File: src/rtl/press_debouncer_pkg.sv
// press_debounce_pkg: shared FSM state type and counter-width helper for press_debouncer.
package press_debounce_pkg;
  typedef enum logic [1:0] {
    IDLE      = 2'd0,
    PRESS_CHK = 2'd1,
    HELD      = 2'd2,
    REL_CHK   = 2'd3
  } state_t;
  function automatic int cnt_w(input int max_val);
    return $clog2(max_val) + 1;
  endfunction
endpackage

File: src/rtl/press_debouncer_tick_gen.sv
// debounce_tick_gen: free-running prescaler, tick high for one clock every TICK_DIV clocks.
module debounce_tick_gen
  import press_debounce_pkg::*;
#(
  parameter int TICK_DIV = 50000
) (
  input  logic clk,
  input  logic rst_n,
  output logic tick
);
  localparam int W = cnt_w(TICK_DIV - 1);
  logic [W-1:0] cnt;
  assign tick = cnt == W'(TICK_DIV - 1);
  always_ff @(posedge clk or negedge rst_n)
    if (!rst_n) cnt <= '0;
    else cnt <= tick ? '0 : cnt + W'(1);
endmodule

File: src/rtl/press_debouncer.sv
// press_debouncer: synchronises and debounces a push-button into press/release/held/long-press outputs.
// PRESS_AUTOREPEAT_EN: after long_press, repeat press every REPEAT_TICKS ticks while held.
module press_debouncer
  import press_debounce_pkg::*;
#(
  parameter int TICK_DIV     = 50000,
  parameter int STABLE_TICKS = 20,
  parameter int LONG_TICKS   = 1000,
  parameter int REPEAT_TICKS = 200,
  parameter bit ACTIVE_LOW   = 1'b1
) (
  input  logic clk,
  input  logic rst_n,
  input  logic btn_raw,
  output logic press,
  output logic release_p,
  output logic held,
  output logic long_press
);
  localparam int SW = cnt_w(STABLE_TICKS - 1);
  localparam int HW = cnt_w(LONG_TICKS);
  localparam logic [SW-1:0] S_LAST = SW'(STABLE_TICKS - 1);
  localparam logic [HW-1:0] H_MAX = HW'(LONG_TICKS);
  localparam logic [HW-1:0] H_LAST = HW'(LONG_TICKS - 1);
  if (TICK_DIV < 2 || STABLE_TICKS < 1 || LONG_TICKS <= STABLE_TICKS || REPEAT_TICKS < 1) begin : g_bad_params
    $error("press_debouncer: illegal parameter combination");
  end
  state_t state;
  logic s1, s2, act, tick, stable_done, long_hit, hold_sat;
  logic [SW-1:0] stable_cnt;
  logic [HW-1:0] hold_cnt;
  debounce_tick_gen #(.TICK_DIV(TICK_DIV)) u_tick (.clk(clk), .rst_n(rst_n), .tick(tick));
  assign act = s2 ^ ACTIVE_LOW;
  assign stable_done = tick && stable_cnt == S_LAST;
  assign long_hit = hold_cnt == H_LAST;
  assign hold_sat = hold_cnt == H_MAX;
`ifdef PRESS_AUTOREPEAT_EN
  localparam int RW = cnt_w(REPEAT_TICKS - 1);
  localparam logic [RW-1:0] R_LAST = RW'(REPEAT_TICKS - 1);
  logic [RW-1:0] rep_cnt;
  logic rep_done;
  assign rep_done = hold_sat && rep_cnt == R_LAST;
`endif
  always_ff @(posedge clk or negedge rst_n)
    if (!rst_n) begin
      s1 <= ACTIVE_LOW;
      s2 <= ACTIVE_LOW;
      state <= IDLE;
      stable_cnt <= '0;
      hold_cnt <= '0;
      press <= 1'b0;
      release_p <= 1'b0;
      held <= 1'b0;
      long_press <= 1'b0;
`ifdef PRESS_AUTOREPEAT_EN
      rep_cnt <= '0;
`endif
    end else begin
      s1 <= btn_raw;
      s2 <= s1;
      press <= 1'b0;
      release_p <= 1'b0;
      long_press <= 1'b0;
      case (state)
        IDLE:
          if (act) begin
            state <= PRESS_CHK;
            stable_cnt <= '0;
          end
        PRESS_CHK:
          if (!act) begin
            state <= IDLE;
            stable_cnt <= '0;
          end else if (stable_done) begin
            state <= HELD;
            stable_cnt <= '0;
            hold_cnt <= '0;
            press <= 1'b1;
            held <= 1'b1;
`ifdef PRESS_AUTOREPEAT_EN
            rep_cnt <= '0;
`endif
          end else if (tick) stable_cnt <= stable_cnt + SW'(1);
        HELD:
          if (!act) begin
            state <= REL_CHK;
            stable_cnt <= '0;
          end else if (tick) begin
            hold_cnt <= hold_sat ? hold_cnt : hold_cnt + HW'(1);
            long_press <= long_hit;
`ifdef PRESS_AUTOREPEAT_EN
            // repeat counting only runs once the hold has saturated, i.e. after long_press
            rep_cnt <= (hold_sat && !rep_done) ? rep_cnt + RW'(1) : '0;
            press <= rep_done;
`endif
          end
        REL_CHK:
          if (act) begin
            state <= HELD;
            stable_cnt <= '0;
`ifdef PRESS_AUTOREPEAT_EN
            rep_cnt <= '0;
`endif
          end else if (stable_done) begin
            state <= IDLE;
            stable_cnt <= '0;
            release_p <= 1'b1;
            held <= 1'b0;
          end else if (tick) stable_cnt <= stable_cnt + SW'(1);
        default: state <= IDLE;
      endcase
    end
endmodule

File: config.mk
export PLATFORM = sky130hd
export DESIGN_NAME = press_debouncer
export DESIGN_NICKNAME = d
export VERILOG_FILES = /design/src/rtl/press_debouncer_pkg.sv /design/src/rtl/press_debouncer_tick_gen.sv /design/src/rtl/press_debouncer.sv
export SDC_FILE = /design/constraint.sdc
export NUM_CORES = 1
export LEC_CHECK = 0
export ABC_AREA = 1
export CAP_MARGIN = 0
export CORE_MARGIN = 5
export CORE_UTILIZATION = 60
export DETAILED_ROUTE_END_ITERATION = 12
export DONT_BUFFER_PORTS = 1
export GPL_TIMING_DRIVEN = 0
export HOLD_SLACK_MARGIN = 0.08
export PLACE_DENSITY = 0.76
export SLEW_MARGIN = 10
export SYNTH_ARGS = -nofsm -noshare
export SYNTH_HDL_FRONTEND = slang
export SYNTH_SLANG_ARGS = --single-unit
File: constraint.sdc
create_clock -name clk -period 2.4 [get_ports clk]
set_input_delay 0.24 -clock clk [delete_from_list [all_inputs] [get_ports clk]]
set_output_delay 0.24 -clock clk [all_outputs]
set_load 0.01 [all_outputs]
==> impl_metrics.ini, run 1 <==
[outcome]
status = finished, final reports clean

[grt]
overflow = 0
antenna_found_initial = 0
grt_pass1_wl_um = 8470
grt_pass1_vias = 1881
grt_usage = 0.202
grt_max_degree = 43

[cells_and_area]
drive_gt1_frac = 0.0923
final_net_count = 342
antenna_cells = 0
syn2layout_area_growth_pct = 8.61

[floorplanning]
ioPinCount = 7
die-height_um = 74.0
die-area_um2 = 5470
coreArea_um2 = 3970
die_width_um = 74.0
start_util = 0.618
rows = 23

[yosys]
syn_area_per_cell_um2 = 7.56
ys_seq_area_frac = 0.429
yosys-top-cells-area = dfrtp_1 (41%), nand2_1 (13%), inv_1 (7.2%), nor2_1 (6.7%), nand3_1 (6.1%)
synthCells = 325
synth-edff-count = 0
ys.flop_type = dfrtp_1
synth_seq_cells = 42
synth_area_um2 = 2460
synth_common_cells = nand2_1 (83), inv_1 (47), nor2_1 (44)
synth_cell_types = 31
syn_nets = 332
yosysTopAreaCell = dfrtp_1
yosysWarnings = 0
synth.most_common_cell = nand2_1
synthArstFlopShare = 1.00
synth_top_area_frac = 0.408

[clocking]
clock-sinks = 42
clockBufferDepth = 2
cts_tree = done
clock-root-buffer = clkbuf_8
ctsHtreeMaxLevel = 2
clk_latency_ns = 0.31
clk_pin_slew_ns = 0.08
cts_buffers = 5
cts_setup_buffers = 0

[route]
viasPerCell = 5.35
routed_wl_um = 4770
num_vias = 2066
antenna_left = 0
routedWlPerCell_um = 12.4
drt_iter0_markers = 174
drc = 0
drtPass1Iterations = 4

[setup_path]
critPathKind = register to register
cp_common_cell = nand2_1
cp-startpoint = stable_cnt[0]$_DFFE_PN0P_
critPathCaptureType = register
worst_r2r_path_depth = 8
crit_arrival_ns = 1.98
r2r_end = hold_cnt[2]$_DFFE_PN0P_
cp_cell_sequence = ha_1 > nand3_1 > nor2_1 > nand4_1 > o21bai_4 > nand2_4 > nand2_1 > nand2_1
crit_path_end = hold_cnt[2]$_DFFE_PN0P_
crit_path_top_delay_cell = dfrtp_1
rrSetupSlack_ns = 0.61
critPathMaxStageDelay_ns = 0.44
crit-reg2reg-launch = stable_cnt[0]$_DFFE_PN0P_
worstPathRequired_ns = 2.59
path_max_fanout = 10
startpoint_type = register

[placement]
hpwl_um = 3380
gp_congestion = 0.866
port_buffers = 0

[power_and_ir_drop]
p_leak_nw = 1.29
finalPower_mw = 1.72
pwr-share-clk = 0.322
seq_power_share = 0.435
pwr-share-comb = 0.243
p_int_mw = 1.15
power_density_nw_per_um2 = 646
ir_drop_mv = 0.556
switching_share = 0.330
p_switching_mw = 0.568

[min_path]
worstHoldPathType = register to register

[sta]
fmax_ghz = 0.558
slew_viol_final = 0
tns_ns = 0
rsz0062_at_grt = no
finalCritPeriodShare = 0.747
layout_min_cycle_time_ns = 1.79
finalHoldViolCount = 0
finalClockSkew_ns = 0.0133
worst_slew_pin_slew_ns = 0.461
slew_headroom = 0.693
finalSetupViolCount = 0

[flow_run]
maxCapViolCount = 0
## cells by family (layout without fill, tap and decap cells)
family	after synthesis	in the layout	share of synthesized area
adder cells (fa/ha/maj)	4	4	0.0204
AO/OA/AOI/OAI	19	19	0.0520
buffers and inverters	52	63	0.0795
flip-flops	42	42	0.429
AND/OR/NAND/NOR	191	191	0.359
XOR/XNOR	17	17	0.0606
## state kept, by name, summed over array words and instances, names as in the netlist, named ones only
| name | flops |
|---|---|
| s1 | 1 |
| held | 1 |
| stable_cnt | 6 |
| long_press | 1 |
| press | 1 |
| hold_cnt | 11 |
| release_p | 1 |
| s2 | 1 |
| u_tick.cnt | 17 |
| state | 1 |
## worst min path at each step
stage | from | end | slack [ns] | cells after the start
4_1_cts | s1$_DFF_PN1_ | s2$_DFF_PN1_ | 0.36 | 0
5_1_grt | s1$_DFF_PN1_ | s2$_DFF_PN1_ | 0.36 | 0
3_5_place_dp | rst_n | u_tick.cnt[13]$_DFF_PN0_ | -0.05 | 0
6_report | s1$_DFF_PN1_ | s2$_DFF_PN1_ | 0.36 | 0
3_3_place_gp | rst_n | u_tick.cnt[15]$_DFF_PN0_ | -0.05 | 0
2_1_floorplan | rst_n | asynchronous set/reset pin | -0.06 | 0
## final cells by class
cell class                      count  area, um2
Inverter                           51        191
Buffer                              1       3.75
Sequential cell                    42       1050
Timing Repair Buffer                3       40.0
Fill cell                         333       1300
Multi-Input combinational cell    231       1210
Tap cell                           50       62.6
Clock inverter                      3       40.0
Clock buffer                        5       68.8
## per-stage QoR
step	instances	hold slack, ns	util	cell area [um2]	setup slack (ns)
after detailed placement	375	-0.0543	0.634	2520	0.599
final	386	0.357	0.672	2670	0.607
after floorplan	325	-0.0556	-	2460	0.922
after global placement	375	-0.0543	0.634	2520	0.629
after global routing	386	0.362	0.672	2670	0.404
after CTS	386	0.360	0.672	2670	0.598
## cell usage in the layout (no fill, tap or decap), drive strengths merged
cell,n
nand2,85
nor2,51
inv,50
dfrtp,40
nand3,33
xor2,14
o21ai,14
nor3,9
nand4,7
clkbuf,6
ha,4
nor4,3
xnor2,3
a21oi,3
clkinv,3
nand3b,2
dlygate4sd3,2
dfstp,2
o221ai,1
or2,1
o21bai,1
bufinv,1
buf,1
## critical path, delay by kind of cell, from the launching register on
| kind | cells | cell delay (ns) |
|---|---|---|
| DFF | 1 | 0.44 |
| adders and majority gates | 1 | 0.24 |
| and+or+nand+nor | 6 | 0.69 |
| AOI/OAI and AO/OA | 1 | 0.32 |
## power by group through the flow
stage | sequential (mW) | combinational (mW) | clock (mW)
after floorplan | 0.759 | 0.323 | 0
after global placement | 0.763 | 0.395 | 0
after detailed placement | 0.764 | 0.399 | 0
after CTS | 0.750 | 0.421 | 0.570
after global routing | 0.752 | 0.454 | 0.598
final | 0.750 | 0.419 | 0.554
## repair_timing
item / 4_1_cts / 5_1_grt
hold buffers: 3 / 0
setup endpoints to repair: 0 / 0
hold endpoints to repair: 43 / 0
resized for setup: 0 / 0
## routing by layer
metal  part of all wire  global-route usage  wire length, um  vias up
li1                   -                   -                -     1046
met1               0.47               0.272             2230      958
met2               0.46               0.316             2200       55
met3              0.057              0.0541              270        7
met4              0.016              0.0724               74        0
met5                  0                   0                0        -
Note: power is estimated with default switching activity, not from simulation.
==> run 2: changes to the inputs <==
- CORE_UTILIZATION: 60 -> 57
- PLACE_DENSITY: 0.76 -> 0.75
- clock period: 2.4 -> 1.5 ns (I/O delays scaled with it)
==> run 2 against run 1 <==
Against the previous run:
- critical path type unchanged
- cell area increased by 16%
- non-clock buffer count is 28 higher
- core utilization increased by 8.3 points
- largest cell class unchanged
- clock-buffer cell count unchanged
- first-iteration DRC count grew 26%
- via count is 8.5% higher
- setup slack worse by 0.71 ns
- the flow now finishes with violations (setup timing)
- clock power rose by 66%
- power rose by 76%
==> impl_metrics.ini, run 2 (synthesized netlist as in run 1, its figures left out) <==
[placement]
gp_congestion = 0.856
port_buffers = 0
post_dp_cell_area_um2 = 2520
place_inst = 375
pre_cts_ws_ns = -0.269
hpwl_um = 3420

[setup_path]
rrSetupSlack_ns = -0.1
r2r_end = hold_cnt[6]$_DFFE_PN0P_
critPathCaptureType = register
startpoint_type = register
cp-startpoint = u_tick.cnt[4]$_DFF_PN0_
crit_path_end = hold_cnt[6]$_DFFE_PN0P_
crit_arrival_ns = 1.80
path_max_fanout = 6
crit-reg2reg-launch = u_tick.cnt[4]$_DFF_PN0_
critPathKind = register to register
worstPathRequired_ns = 1.70
worst_r2r_path_depth = 8

[route]
routedWlPerCell_um = 13.8
drt_iter0_markers = 219
routed_wl_um = 5740
num_vias = 2242
drtPass1Iterations = 4
antenna_left = 0
viasPerCell = 5.40
drc = 0

[clocking]
clk_latency_ns = 0.30
cts_buffers = 5
clockBufferDepth = 2
cts_tree = done
clock-root-buffer = clkbuf_8
ctsHtreeMaxLevel = 2
clock-sinks = 42
clk_pin_slew_ns = 0.09

[sta]
rsz0062_at_grt = yes
finalSetupViolCount = 22
setup_slack_ns = -0.0988
fmax_ghz = 0.625
finalHoldViolCount = 0
worst_slew_pin_slew_ns = 0.489
slew_headroom = 0.674
holdWs_ns = 0.326
slew_viol_final = 0
layout_min_cycle_time_ns = 1.60
finalClockSkew_ns = 0.0123
finalCritPeriodShare = 1.07

[floorplanning]
die-height_um = 75.6
ioPinCount = 7
rows = 23
start_util = 0.601
die-area_um2 = 5720
die_width_um = 75.6
coreArea_um2 = 4090

[min_path]
worstHoldPathType = input pin to asynchronous set/reset pin

[cells_and_area]
final_cells = 415
regArea_um2 = 1060
antenna_cells = 0
final_net_count = 371
max_flop_register = u_tick.cnt
fillers = 289
drive_gt1_frac = 0.268
mostFrequentLayoutCells = nand2_1 (75), inv_1 (43), dfrtp_1 (35)
fin_area_um2 = 3090
layout_commonest_cell = nand2_1
largest_reg_flops = 17
multi_input_area_um2 = 1390
top_regs = u_tick.cnt x17, hold_cnt x11, stable_cnt x6
utilization = 0.755
syn2layout_area_growth_pct = 25.6

[grt]
grt_usage = 0.216
grt_max_degree = 43
overflow = 0
grt_pass1_vias = 2078
antenna_found_initial = 0
grt_pass1_wl_um = 9330

[power_and_ir_drop]
p_leak_nw = 1.44
power_density_nw_per_um2 = 981
ir_drop_mv = 0.847

[flow_run]
maxCapViolCount = 0

[outcome]
violations = setup timing
status = finished with violations
-- run 2: cell count changes in the layout (fill, tap and decap cells not counted), sizes merged --
| cell | change |
|---|---|
| nand2 | +1 |
| clkinv | -1 |
| inv | +1 |
| buf | +28 |
-- run 2: repair_timing --
item,4_1_cts,5_1_grt
hold buffers,3,0
pin swaps,6,20
gates cloned,0,1
endpoints found under the setup margin,24,34
setup buffers,17,12
gates resized for setup,15,40
endpoints found under the hold margin,43,0
-- run 2: routing by layer --
metal,GRT usage,vias up,share of wire,wire [um]
met5,0,-,0,0
met4,0.0835,0,0.015,85
met3,0.0515,10,0.038,221
met2,0.347,52,0.50,2870
met1,0.283,1077,0.45,2570
li1,-,1103,-,-
-- run 2: how the worst min path moves through the flow --
stage | start | end | slack, ns | cells past startpoint
2_1_floorplan | rst_n | asynchronous set/reset pin | -0.15 | 0
3_3_place_gp | rst_n | stable_cnt[1]$_DFFE_PN0P_ | -0.14 | 0
3_5_place_dp | rst_n | stable_cnt[1]$_DFFE_PN0P_ | -0.14 | 0
4_1_cts | rst_n | u_tick.cnt[4]$_DFF_PN0_ | 0.33 | 2
5_1_grt | rst_n | u_tick.cnt[8]$_DFF_PN0_ | 0.32 | 2
6_report | rst_n | u_tick.cnt[2]$_DFF_PN0_ | 0.33 | 2
-- run 2: metrics by stage --
step | setup TNS, ns | power, mW
after global placement | -3.44 | 1.86
after CTS | -1.11 | 2.93
final | -1.16 | 3.03
after global routing | -3.87 | 3.20
after detailed placement | -3.82 | 1.86
after floorplan | 0 | 1.73
-- run 2: report_power, final --
group / internal, mW / switching [mW]
registers: 1.16 / 0.0369
clock network: 0.499 / 0.421
logic: 0.332 / 0.573
total: 2.00 / 1.03
-- run 2: worst max-delay path: stages, from the launching register on --
cell and delay [ns]:
dfrtp_2 0.45, nor2_4 0.14, nand2_1 0.10, nor2_4 0.12, nand4_1 0.13, o21bai_4 0.27, nand2_2 0.14, nand2_1 0.08
nand2_1 0.05
-- run 2: area by class of cell --
cell class | count | area share
inverters | 51 | 0.0620
plain buffers | 1 | 0.00122
repair buffers | 31 | 0.0848
clock inverters | 3 | 0.0142
multi-input cells | 232 | 0.452
well taps | 50 | 0.0203
flip-flops and latches | 42 | 0.343
clock buffers | 5 | 0.0223
==> run 3: changes to the inputs <==
- TNS_END_PERCENT: default -> 10
==> run 3 against run 2 <==
Against the previous run:
- critical endpoint unchanged
- critical path type unchanged
- maximum frequency shrank 0.70%
- largest cell class unchanged
- highest routed layer unchanged
- routed wire length shrank 2.8%
- die area is the same
- the flow still finishes with violations (setup timing)
- combinational power shrank 2.9%
==> impl_metrics.ini, run 3 (synthesized netlist as in run 1, its figures left out) <==
[outcome]
status = finished with violations
violations = setup timing

[cells_and_area]
fillers = 293
drive_gt1_frac = 0.238
largest_reg_flops = 17
regArea_um2 = 1060
syn2layout_area_growth_pct = 22.7
multi_input_area_um2 = 1350
layout_commonest_cell = nand2_1
final_net_count = 367
final_cells = 411
fin_area_um2 = 3010
max_flop_register = u_tick.cnt
top_regs = u_tick.cnt x17, hold_cnt x11, stable_cnt x6
antenna_cells = 0
utilization = 0.737
mostFrequentLayoutCells = nand2_1 (81), inv_1 (44), dfrtp_1 (36)

[floorplanning]
rows = 23
die-area_um2 = 5720
die_width_um = 75.6
die-height_um = 75.6
coreArea_um2 = 4090
start_util = 0.601
ioPinCount = 7

[sta]
slew_viol_final = 0
finalClockSkew_ns = 0.0106
fmax_ghz = 0.621
tns_ns = -1.31
finalSetupViolCount = 20
setup_slack_ns = -0.110
finalCritPeriodShare = 1.07
layout_min_cycle_time_ns = 1.61
holdWs_ns = 0.318
finalHoldViolCount = 0
slew_headroom = 0.669
worst_slew_pin_slew_ns = 0.497
rsz0062_at_grt = yes

[route]
antenna_left = 0
drtPass1Iterations = 4
routedWlPerCell_um = 13.6
drt_iter0_markers = 197
num_vias = 2213
drc = 0
routed_wl_um = 5580
viasPerCell = 5.38

[clocking]
clockBufferDepth = 2
clk_pin_slew_ns = 0.09
cts_tree = done
ctsHtreeMaxLevel = 2
clock-root-buffer = clkbuf_8
clock-sinks = 42
cts_buffers = 5
clk_latency_ns = 0.30

[placement]
place_inst = 375
post_dp_cell_area_um2 = 2520
hpwl_um = 3420
gp_congestion = 0.856
port_buffers = 0
pre_cts_ws_ns = -0.269

[min_path]
worstHoldPathType = input pin to asynchronous set/reset pin

[setup_path]
startpoint_type = register
worstPathRequired_ns = 1.70
rrSetupSlack_ns = -0.11
worst_r2r_path_depth = 8
crit_path_end = hold_cnt[6]$_DFFE_PN0P_
crit_arrival_ns = 1.81
critPathCaptureType = register
crit-reg2reg-launch = stable_cnt[3]$_DFFE_PN0P_
path_max_fanout = 6
r2r_end = hold_cnt[6]$_DFFE_PN0P_
cp-startpoint = stable_cnt[3]$_DFFE_PN0P_
critPathKind = register to register

[power_and_ir_drop]
power_density_nw_per_um2 = 995
ir_drop_mv = 0.836
p_leak_nw = 1.42
finalPower_mw = 3.00

[grt]
overflow = 0
grt_pass1_vias = 2039
met3_usage = 0.0488
use_met2 = 0.349
grt_usage = 0.211
grt_pass1_wl_um = 9190
grt.met1_usage = 0.277
grt_max_degree = 43
antenna_found_initial = 0
top_usage_layer = met2

[flow_run]
maxCapViolCount = 0
run 3: critical path: stages, from the launching register on:
cell      delay [ns]
dfrtp_1         0.40
inv_1           0.16
nand3_2         0.10
nor2_2          0.14
nand4_1         0.15
o21bai_4        0.29
nand2_2         0.14
nand2_1         0.08
nand2_1         0.04
run 3: where the power goes:
| group | internal [mW] | switching, mW |
|---|---|---|
| registers | 1.16 | 0.0365 |
| clock network | 0.499 | 0.418 |
| logic | 0.326 | 0.554 |
| total | 1.99 | 1.01 |
run 3: layout make-up:
type / count / area share
inverter: 51 / 0.0635
clock inverter: 3 / 0.0145
clock buffer: 5 / 0.0228
multi-input combinational: 232 / 0.449
tap: 50 / 0.0208
buffer: 1 / 0.00125
sequential: 42 / 0.351
timing repair buffer: 27 / 0.0768
run 3: timing repair:
item,4_1_cts,5_1_grt
gates cloned,0,1
setup buffers,13,11
resized for setup,14,28
hold buffers,3,0
pin swaps,4,11
setup endpoints to repair,24,35
hold endpoints to repair,43,0
run 3: how the worst min path moves through the flow:
stage / startpoint / endpoint / slack, ns
2_1_floorplan: rst_n / asynchronous set/reset pin / -0.15
3_3_place_gp: rst_n / stable_cnt[1]$_DFFE_PN0P_ / -0.14
3_5_place_dp: rst_n / stable_cnt[1]$_DFFE_PN0P_ / -0.14
4_1_cts: rst_n / u_tick.cnt[4]$_DFF_PN0_ / 0.33
5_1_grt: rst_n / u_tick.cnt[8]$_DFF_PN0_ / 0.32
6_report: rst_n / u_tick.cnt[8]$_DFF_PN0_ / 0.32
run 3: per-layer routing:
layer	vias to the layer above	part of all wire	wire, um
li1	1090	-	-
met1	1066	0.45	2490
met2	47	0.50	2780
met3	10	0.040	222
met4	0	0.015	83
met5	-	0	0
